===== config.mk =====
export PLATFORM = sky130hd
export DESIGN_NAME = top_level_inst
export DESIGN_NICKNAME = d
export VERILOG_FILES = /design/src/rtl/top_level_inst.sv
export SDC_FILE = /design/constraint.sdc
export NUM_CORES = 1
export LEC_CHECK = 0
export ABC_CLOCK_PERIOD_IN_PS = 3100
export BUFFER_PORTS_ARGS = -buffer_cell sky130_fd_sc_hd__buf_4
export CELL_PAD_IN_SITES_DETAIL_PLACEMENT = 1
export CELL_PAD_IN_SITES_GLOBAL_PLACEMENT = 1
export CORE_MARGIN = 2
export CORE_UTILIZATION = 30
export DETAILED_ROUTE_END_ITERATION = 10
export PLACE_DENSITY = 0.62
export SYNTH_ARGS = -nofsm -noshare
export SYNTH_HDL_FRONTEND = slang
export SYNTH_SLANG_ARGS = --single-unit
export TNS_END_PERCENT = 1

===== constraint.sdc =====
create_clock -name clock -period 3.1 [get_ports clock]
set_clock_uncertainty 0.15 [all_clocks]
set_input_delay 0.155 -clock clock [delete_from_list [all_inputs] [get_ports clock]]
set_output_delay 0.155 -clock clock [all_outputs]
set_load 0.02 [all_outputs]

===== src/rtl/top_level_inst.sv =====
// Hamming SEC-DED encoder engine: reads 11-bit messages from dm1 and writes back 16-bit codewords.
// Optional STATUS_COUNT_EN adds a msg_count status output counting codewords written.

module top_level_inst_dmem #(
  parameter int MEM_DEPTH = 256
) (
  input  logic       clock,
  input  logic       we,
  input  logic [7:0] addr,
  input  logic [7:0] wdata,
  output logic [7:0] rdata
);

  logic [7:0] core [0:MEM_DEPTH-1];

  assign rdata = core[addr];

  // No reset on the array so a preload applied before or during reset survives.
  always_ff @(posedge clock) begin
    if (we) core[addr] <= wdata;
  end

endmodule

module top_level_inst #(
  parameter int NUM_MSG   = 15,
  parameter int SRC_BASE  = 0,
  parameter int DST_BASE  = 30,
  parameter int MEM_DEPTH = 256
) (
  input  logic       clock,
  input  logic       reset_n,
  input  logic       start,
`ifdef STATUS_COUNT_EN
  output logic [3:0] msg_count,
`endif
  output logic       done
);

  localparam logic [2:0] IDLE  = 3'd0;
  localparam logic [2:0] RD_LO = 3'd1;
  localparam logic [2:0] RD_HI = 3'd2;
  localparam logic [2:0] WR_LO = 3'd3;
  localparam logic [2:0] WR_HI = 3'd4;
  localparam logic [2:0] FIN   = 3'd5;

  logic [2:0]  state_q, state_d;
  logic [3:0]  idx_q, idx_d;
  logic        done_q, done_d;
  logic [7:0]  lo_q, lo_d;
  logic [2:0]  hi_q, hi_d;

  logic        mem_we;
  logic [7:0]  mem_addr;
  logic [7:0]  mem_wdata;
  logic [7:0]  mem_rdata;
  logic [7:0]  src_addr;
  logic [7:0]  dst_addr;

  logic [11:1] d;
  logic        p8, p4, p2, p1, p0;
  logic [7:0]  cw_hi, cw_lo;
  logic        accept;

  top_level_inst_dmem #(.MEM_DEPTH(MEM_DEPTH)) dm1 (
    .clock (clock),
    .we    (mem_we),
    .addr  (mem_addr),
    .wdata (mem_wdata),
    .rdata (mem_rdata)
  );

  assign src_addr = 8'(SRC_BASE) + {3'b000, idx_q, 1'b0};
  assign dst_addr = 8'(DST_BASE) + {3'b000, idx_q, 1'b0};

  assign d  = {hi_q, lo_q};
  assign p8 = ^d[11:5];
  assign p4 = (^d[11:8]) ^ (^d[4:2]);
  assign p2 = d[11] ^ d[10] ^ d[7] ^ d[6] ^ d[4] ^ d[3] ^ d[1];
  assign p1 = d[11] ^ d[9] ^ d[7] ^ d[5] ^ d[4] ^ d[2] ^ d[1];
  assign p0 = (^d) ^ p8 ^ p4 ^ p2 ^ p1;

  assign cw_hi = {d[11:5], p8};
  assign cw_lo = {d[4:2], p4, d[1], p2, p1, p0};

  assign accept = (state_q == IDLE) && start;

  always_comb begin
    mem_we    = 1'b0;
    mem_addr  = src_addr;
    mem_wdata = cw_lo;
    case (state_q)
      RD_HI: mem_addr = src_addr + 8'd1;
      WR_LO: begin
        mem_we   = 1'b1;
        mem_addr = dst_addr;
      end
      WR_HI: begin
        mem_we    = 1'b1;
        mem_addr  = dst_addr + 8'd1;
        mem_wdata = cw_hi;
      end
      default: ;
    endcase
  end

  always_comb begin
    state_d = state_q;
    idx_d   = idx_q;
    done_d  = done_q;
    lo_d    = lo_q;
    hi_d    = hi_q;
    case (state_q)
      IDLE: begin
        if (start) begin
          state_d = RD_LO;
          idx_d   = 4'd0;
          done_d  = 1'b0;
        end
      end
      RD_LO: begin
        lo_d    = mem_rdata;
        state_d = RD_HI;
      end
      RD_HI: begin
        hi_d    = mem_rdata[2:0];
        state_d = WR_LO;
      end
      WR_LO: state_d = WR_HI;
      WR_HI: begin
        if (idx_q == 4'(NUM_MSG - 1)) begin
          state_d = FIN;
        end else begin
          idx_d   = idx_q + 4'd1;
          state_d = RD_LO;
        end
      end
      FIN: begin
        done_d  = 1'b1;
        state_d = IDLE;
      end
      default: state_d = IDLE;
    endcase
  end

  always_ff @(posedge clock or negedge reset_n) begin
    if (!reset_n) begin
      state_q <= IDLE;
      idx_q   <= 4'd0;
      done_q  <= 1'b0;
      lo_q    <= 8'd0;
      hi_q    <= 3'd0;
    end else begin
      state_q <= state_d;
      idx_q   <= idx_d;
      done_q  <= done_d;
      lo_q    <= lo_d;
      hi_q    <= hi_d;
    end
  end

  assign done = done_q;

`ifdef STATUS_COUNT_EN
  logic [3:0] cnt_q, cnt_d;

  always_comb begin
    cnt_d = cnt_q;
    if (accept)                 cnt_d = 4'd0;
    else if (state_q == WR_HI)  cnt_d = cnt_q + 4'd1;
  end

  always_ff @(posedge clock or negedge reset_n) begin
    if (!reset_n) cnt_q <= 4'd0;
    else          cnt_q <= cnt_d;
  end

  assign msg_count = cnt_q;
`else
  logic unused_accept;
  assign unused_accept = accept;
`endif

endmodule


# [After elaboration in Yosys (flattened, before gate mapping)]
# Index checks and enable logic that the tools add are counted.
[word_totals] regBits=8 latchBits=0 ram_bits=0 romBits=0 inputBits=3 out_inout_bits=1 elab_cells=25 memories=0
[op_classes] add_sub_neg=1 multipliers=0 n_div=0 n_lt_le_gt_ge=0 n_eq_ne=8 n_shift=0 n_mux=8 n_bitwise=0 n_reduce_logical=5
[op_table] op="one-hot mux 3 bit (5 select lines)" count=1
[op_table] op="two-way mux 4 bit" count=2
[op_table] op="one-hot mux 4 bit (2 select lines)" count=1
[op_table] op="equality test 3 x 2 -> 1 bit, second input constant" count=2
[op_table] op="equality test 3 bit, second input constant" count=2
[op_table] op="two-way mux 3 bit" count=2
[op_table] op="adder 4 x 1 -> 4 bit, second input constant" count=1
[op_table] op="equality test 4 bit, second input constant" count=1
[op_table] op="!= test 2 bit, second input constant" count=2
[op_table] op="nonzero test 2 bit" count=2
[op_table] op="equality test 3 x 1 -> 1 bit, second input constant" count=1
[op_table] op="zero test 3 bit" count=1
[op_table] op="AND reduction 3 bit" count=1
[op_table] op="one-hot mux 1 bit (2 select lines)" count=1
[op_table] op="AND reduction 2 bit" count=1
[op_table] op="two-way mux 1 bit" count=1

# [Depth between registers and ports, before layout]
[depth] depth_word=3 ltp_mapped=5 ltp_nobuf=5

# [Least setup slack after synthesis]
# OpenSTA, ideal clock, no wires.
[synth_path] path_type="register to register" from="reg state_q[1]" to="reg idx_q[2]" setup_ps=130 arrival_time_ps=1187 required_time_ps=2820 path_slack_ps=1633 path_stages_with_launch=5 path_buffers=1 period_less_slack_ps=1467 cell_sequence="dfrtp_1 -> buf_6 -> or4b_4 -> o21ai_2 -> o221ai_2"
[synth_via] elab_chain_cells=3 word_cells_on_any_way=7 cone_classes="3 x eq/ne; 1 x mux; 3 x reduce/logical"
[synth_rtl] item="start, declared" line_no="47" text="logic [2:0] state_q, state_d;"
[synth_rtl] item="start signal, assigned" line_no="154" text="state_q <= state_d;"
[synth_rtl] item="equality test 3 bit / zero test 3 bit (equally long branches)"
[synth_rtl] item="!= test 2 bit (no source line) / nonzero test 2 bit (equally long branches)"
[synth_rtl] item="AND reduction 3 bit (no source line)"
[synth_rtl] item="end signal, assigned" line_no="155" text="idx_q <= idx_d;"
[synth_rtl] item="end, declared" line_no="48" text="logic [3:0] idx_q, idx_d;"
# Parallel ways exist; a longest one is shown, timed or not.
# A chain may end at the register's enable or synchronous reset.

# [Final worst setup path]
[layout_path] from="reg state_q[2]" to="reg idx_q[2]"
# Same word-level chain as after synthesis.

==> results.sh <==
export IMPL_synth_edf_count=0
export IMPL_ctsHtreeMaxLevel=1
export IMPL_slowest_delay_ns=0.51
export IMPL_antenna_found_initial=0
export IMPL_clk_pin_slew_ns=0.06
export IMPL_io_pins=4
export IMPL_drtIter0Drc=1
export IMPL_vias=323
export IMPL_place_gp_congestion=0.789
export IMPL_path_cells="or3b_1, o21ai_2, o221ai_2"
export IMPL_rsz0062_at_grt="no"
export IMPL_drt_first_pass_iters=2
export IMPL_total_leakage_power_nw=0.214
export IMPL_overflow=0
export IMPL_root_buffer="clkbuf_4"
export IMPL_path_class="reg2reg"
export IMPL_layout_nets=54
export IMPL_slew_headroom_pct=79.8
export IMPL_fin_crit_sh_pct=49.6
export IMPL_critPathLaunch="state_q[2]"
export IMPL_synth_seq_cells=8
export IMPL_ctsResizeCount=0
export IMPL_min_period_ns=1.54
export IMPL_slew_violations=0
export IMPL_synth_compound_area_share_pct=16.5
export IMPL_timing_final_hold_violations=0
export IMPL_setup_violations_final=0
export IMPL_crit_buf_inv=0
export IMPL_grt_pass1_vias=358
export IMPL_p_clk_share_pct=19.3
export IMPL_synth_simple_area_share_pct=19.3
export IMPL_initial_utilization_pct=33.0
export IMPL_viasPerCell=5.21
export IMPL_syn_nets=47
export IMPL_synthMuxAreaShare_pct=2.27
export IMPL_cts_sinks=8
export IMPL_clk_latency_ns=0.26
export IMPL_synthDistinctLibCells=25
export IMPL_wl_per_cell_um=15.5
export IMPL_drc=0
export IMPL_p_seq_share_pct=48.7
export IMPL_crit_arrival_ns=1.52
export IMPL_avgSynthCellArea_um2=10.5
export IMPL_timing_fmax_mhz=651
export IMPL_dp_hpwl_um=734
export IMPL_insertedDiodeCount=0
export IMPL_ir_worst_vdd_v=0.000415
export IMPL_drive_gt1_share_pct=21.3
export IMPL_max_clock_path_buffers=2
export IMPL_ys_flop_type="dfrtp_1"
export IMPL_synth_top_family_by_area="simple AND/OR/NAND/NOR gates"
export IMPL_std_cell_rows=13
export IMPL_final_common_cell="dfrtp_1"
export IMPL_p_int_mw=0.252
export IMPL_r2r_cells=3
export IMPL_setup_tns_ns=0
export IMPL_p_sw_share_pct=39.9
export IMPL_grt_use_total_pct=13.6
export IMPL_maxCapViolations=0
export IMPL_min_path_type="in2async"
export IMPL_cts_made_buffers=3
export IMPL_ant_nets=0
export IMPL_cts_tree="built"
export IMPL_postSynth_asyncResetShare_pct=100
export IMPL_path_delay_family="flip-flops"
export IMPL_netlist_instances=42
export IMPL_end_kind="flop"
export IMPL_fin_ws_ns=1.56
export IMPL_port_buffers=3
export IMPL_worst_path_max_fanout=10
export IMPL_cp_num_cells=3
export IMPL_worstPathRequired_ns=3.09
export IMPL_dieHeight_um=42.3
export IMPL_synthAdderAreaFrac_pct=5.68
export IMPL_yosysWarnings=0
export IMPL_worst_pin_slew_ns=0.303
export IMPL_dieArea_mm2=0.00179
export IMPL_die_w_um=42.3
export IMPL_fp_coreArea_mm2=0.00133
export IMPL_combPwrFrac_pct=32.1
export IMPL_synth_area_um2=440
export IMPL_finalWirelength_um=958
export IMPL_powerDensity_mw_per_mm2=846
export IMPL_status="completed"
export IMPL_yosysSeqAreaShare_pct=45.5
export IMPL_area_delta_synth_final_pct=12.5
export IMPL_r2r_start="state_q[2]"
export IMPL_worstSetupStartpointType="flop"
export IMPL_synth_xor_area_share_pct=3.98
export IMPL_switching_power_mw=0.167
export IMPL_cpMaxStageDelayCell="dfrtp_1"
export IMPL_place_ws_ns=1.56
export IMPL_grt_max_degree=11
export IMPL_grt_first_pass_wirelength_um=1680
-- final cells by class --
class,count,area (um^2)
Fill cell,153,838
Multi-Input combinational cell,29,210
Sequential cell,8,200
Timing Repair Buffer,4,32.5
Clock buffer,3,22.5
Tap cell,15,18.8
Inverter,3,11.3
-- Yosys cell counts, types with 2 or more instances --
cell type	count	area, um^2
inv_1	3	11.3
o211ai_1	2	15.0
a21oi_1	2	10.0
ha_1	2	25.0
nand3_1	3	15.0
nor2_1	3	11.3
dfrtp_1	8	200
o21ai_1	2	10.0
-- path summary, 6_finish.rpt --
kind                       slack [ns]         end
max in group asynchronous        2.56  state_q[0]
min in group clock               0.12  state_q[0]
hold reg to reg                  0.39    idx_q[0]
setup / recovery                 1.56    idx_q[2]
setup reg to reg                 1.56    idx_q[2]
hold / removal                   0.11    idx_q[2]
-- metal layers --
| metal | track usage, % | share of wire (%) | vias to the layer above |
|---|---|---|---|
| met5 | 0 | 0 | - |
| met4 | 13.1 | 4.1 | 0 |
| li1 | - | - | 161 |
| met2 | 21.8 | 47 | 4 |
| met3 | 3.88 | 2.1 | 4 |
| met1 | 13.8 | 47 | 154 |
-- stage by stage --
step | cells | power (mW) | utilization (%) | hold slack [ns] | area [um^2]
floorplan | 42 | 0.314 | - | -0.291 | 440
global placement | 58 | 0.329 | 34.7 | -0.172 | 463
detailed placement | 58 | 0.341 | 34.7 | -0.169 | 463
CTS | 62 | 0.424 | 37.1 | 0.104 | 495
global route | 62 | 0.455 | 37.1 | 0.118 | 495
finish | 62 | 0.419 | 37.1 | 0.106 | 495
-- kinds of logic (layout without fill, tap and decap cells) --
kind of cell,Yosys count,in the layout
buffers and inverters,5,10
XOR/XNOR,2,2
adder cells (fa/ha/maj),2,2
flip-flops,8,8
multiplexers,1,1
AND/OR/NAND/NOR,14,14
AO/OA/AOI/OAI,10,10
-- power by group through the flow --
stage	registers, mW	logic [mW]	clock network, mW
floorplan	0.176	0.138	0
global placement	0.199	0.130	0
detailed placement	0.205	0.136	0
CTS	0.203	0.137	0.0835
global route	0.212	0.152	0.0909
finish	0.204	0.134	0.0808
-- flip-flops by register name, summed over array words and instances (netlist names) --
signal   flops
state_q      3
done         1
idx_q        4
-- timing repair --
action	in CTS	in global routing
hold buffers	1	0
buffers inserted	0	0
hold endpoints to repair	8	0
Power figures use the tool's default switching activity.
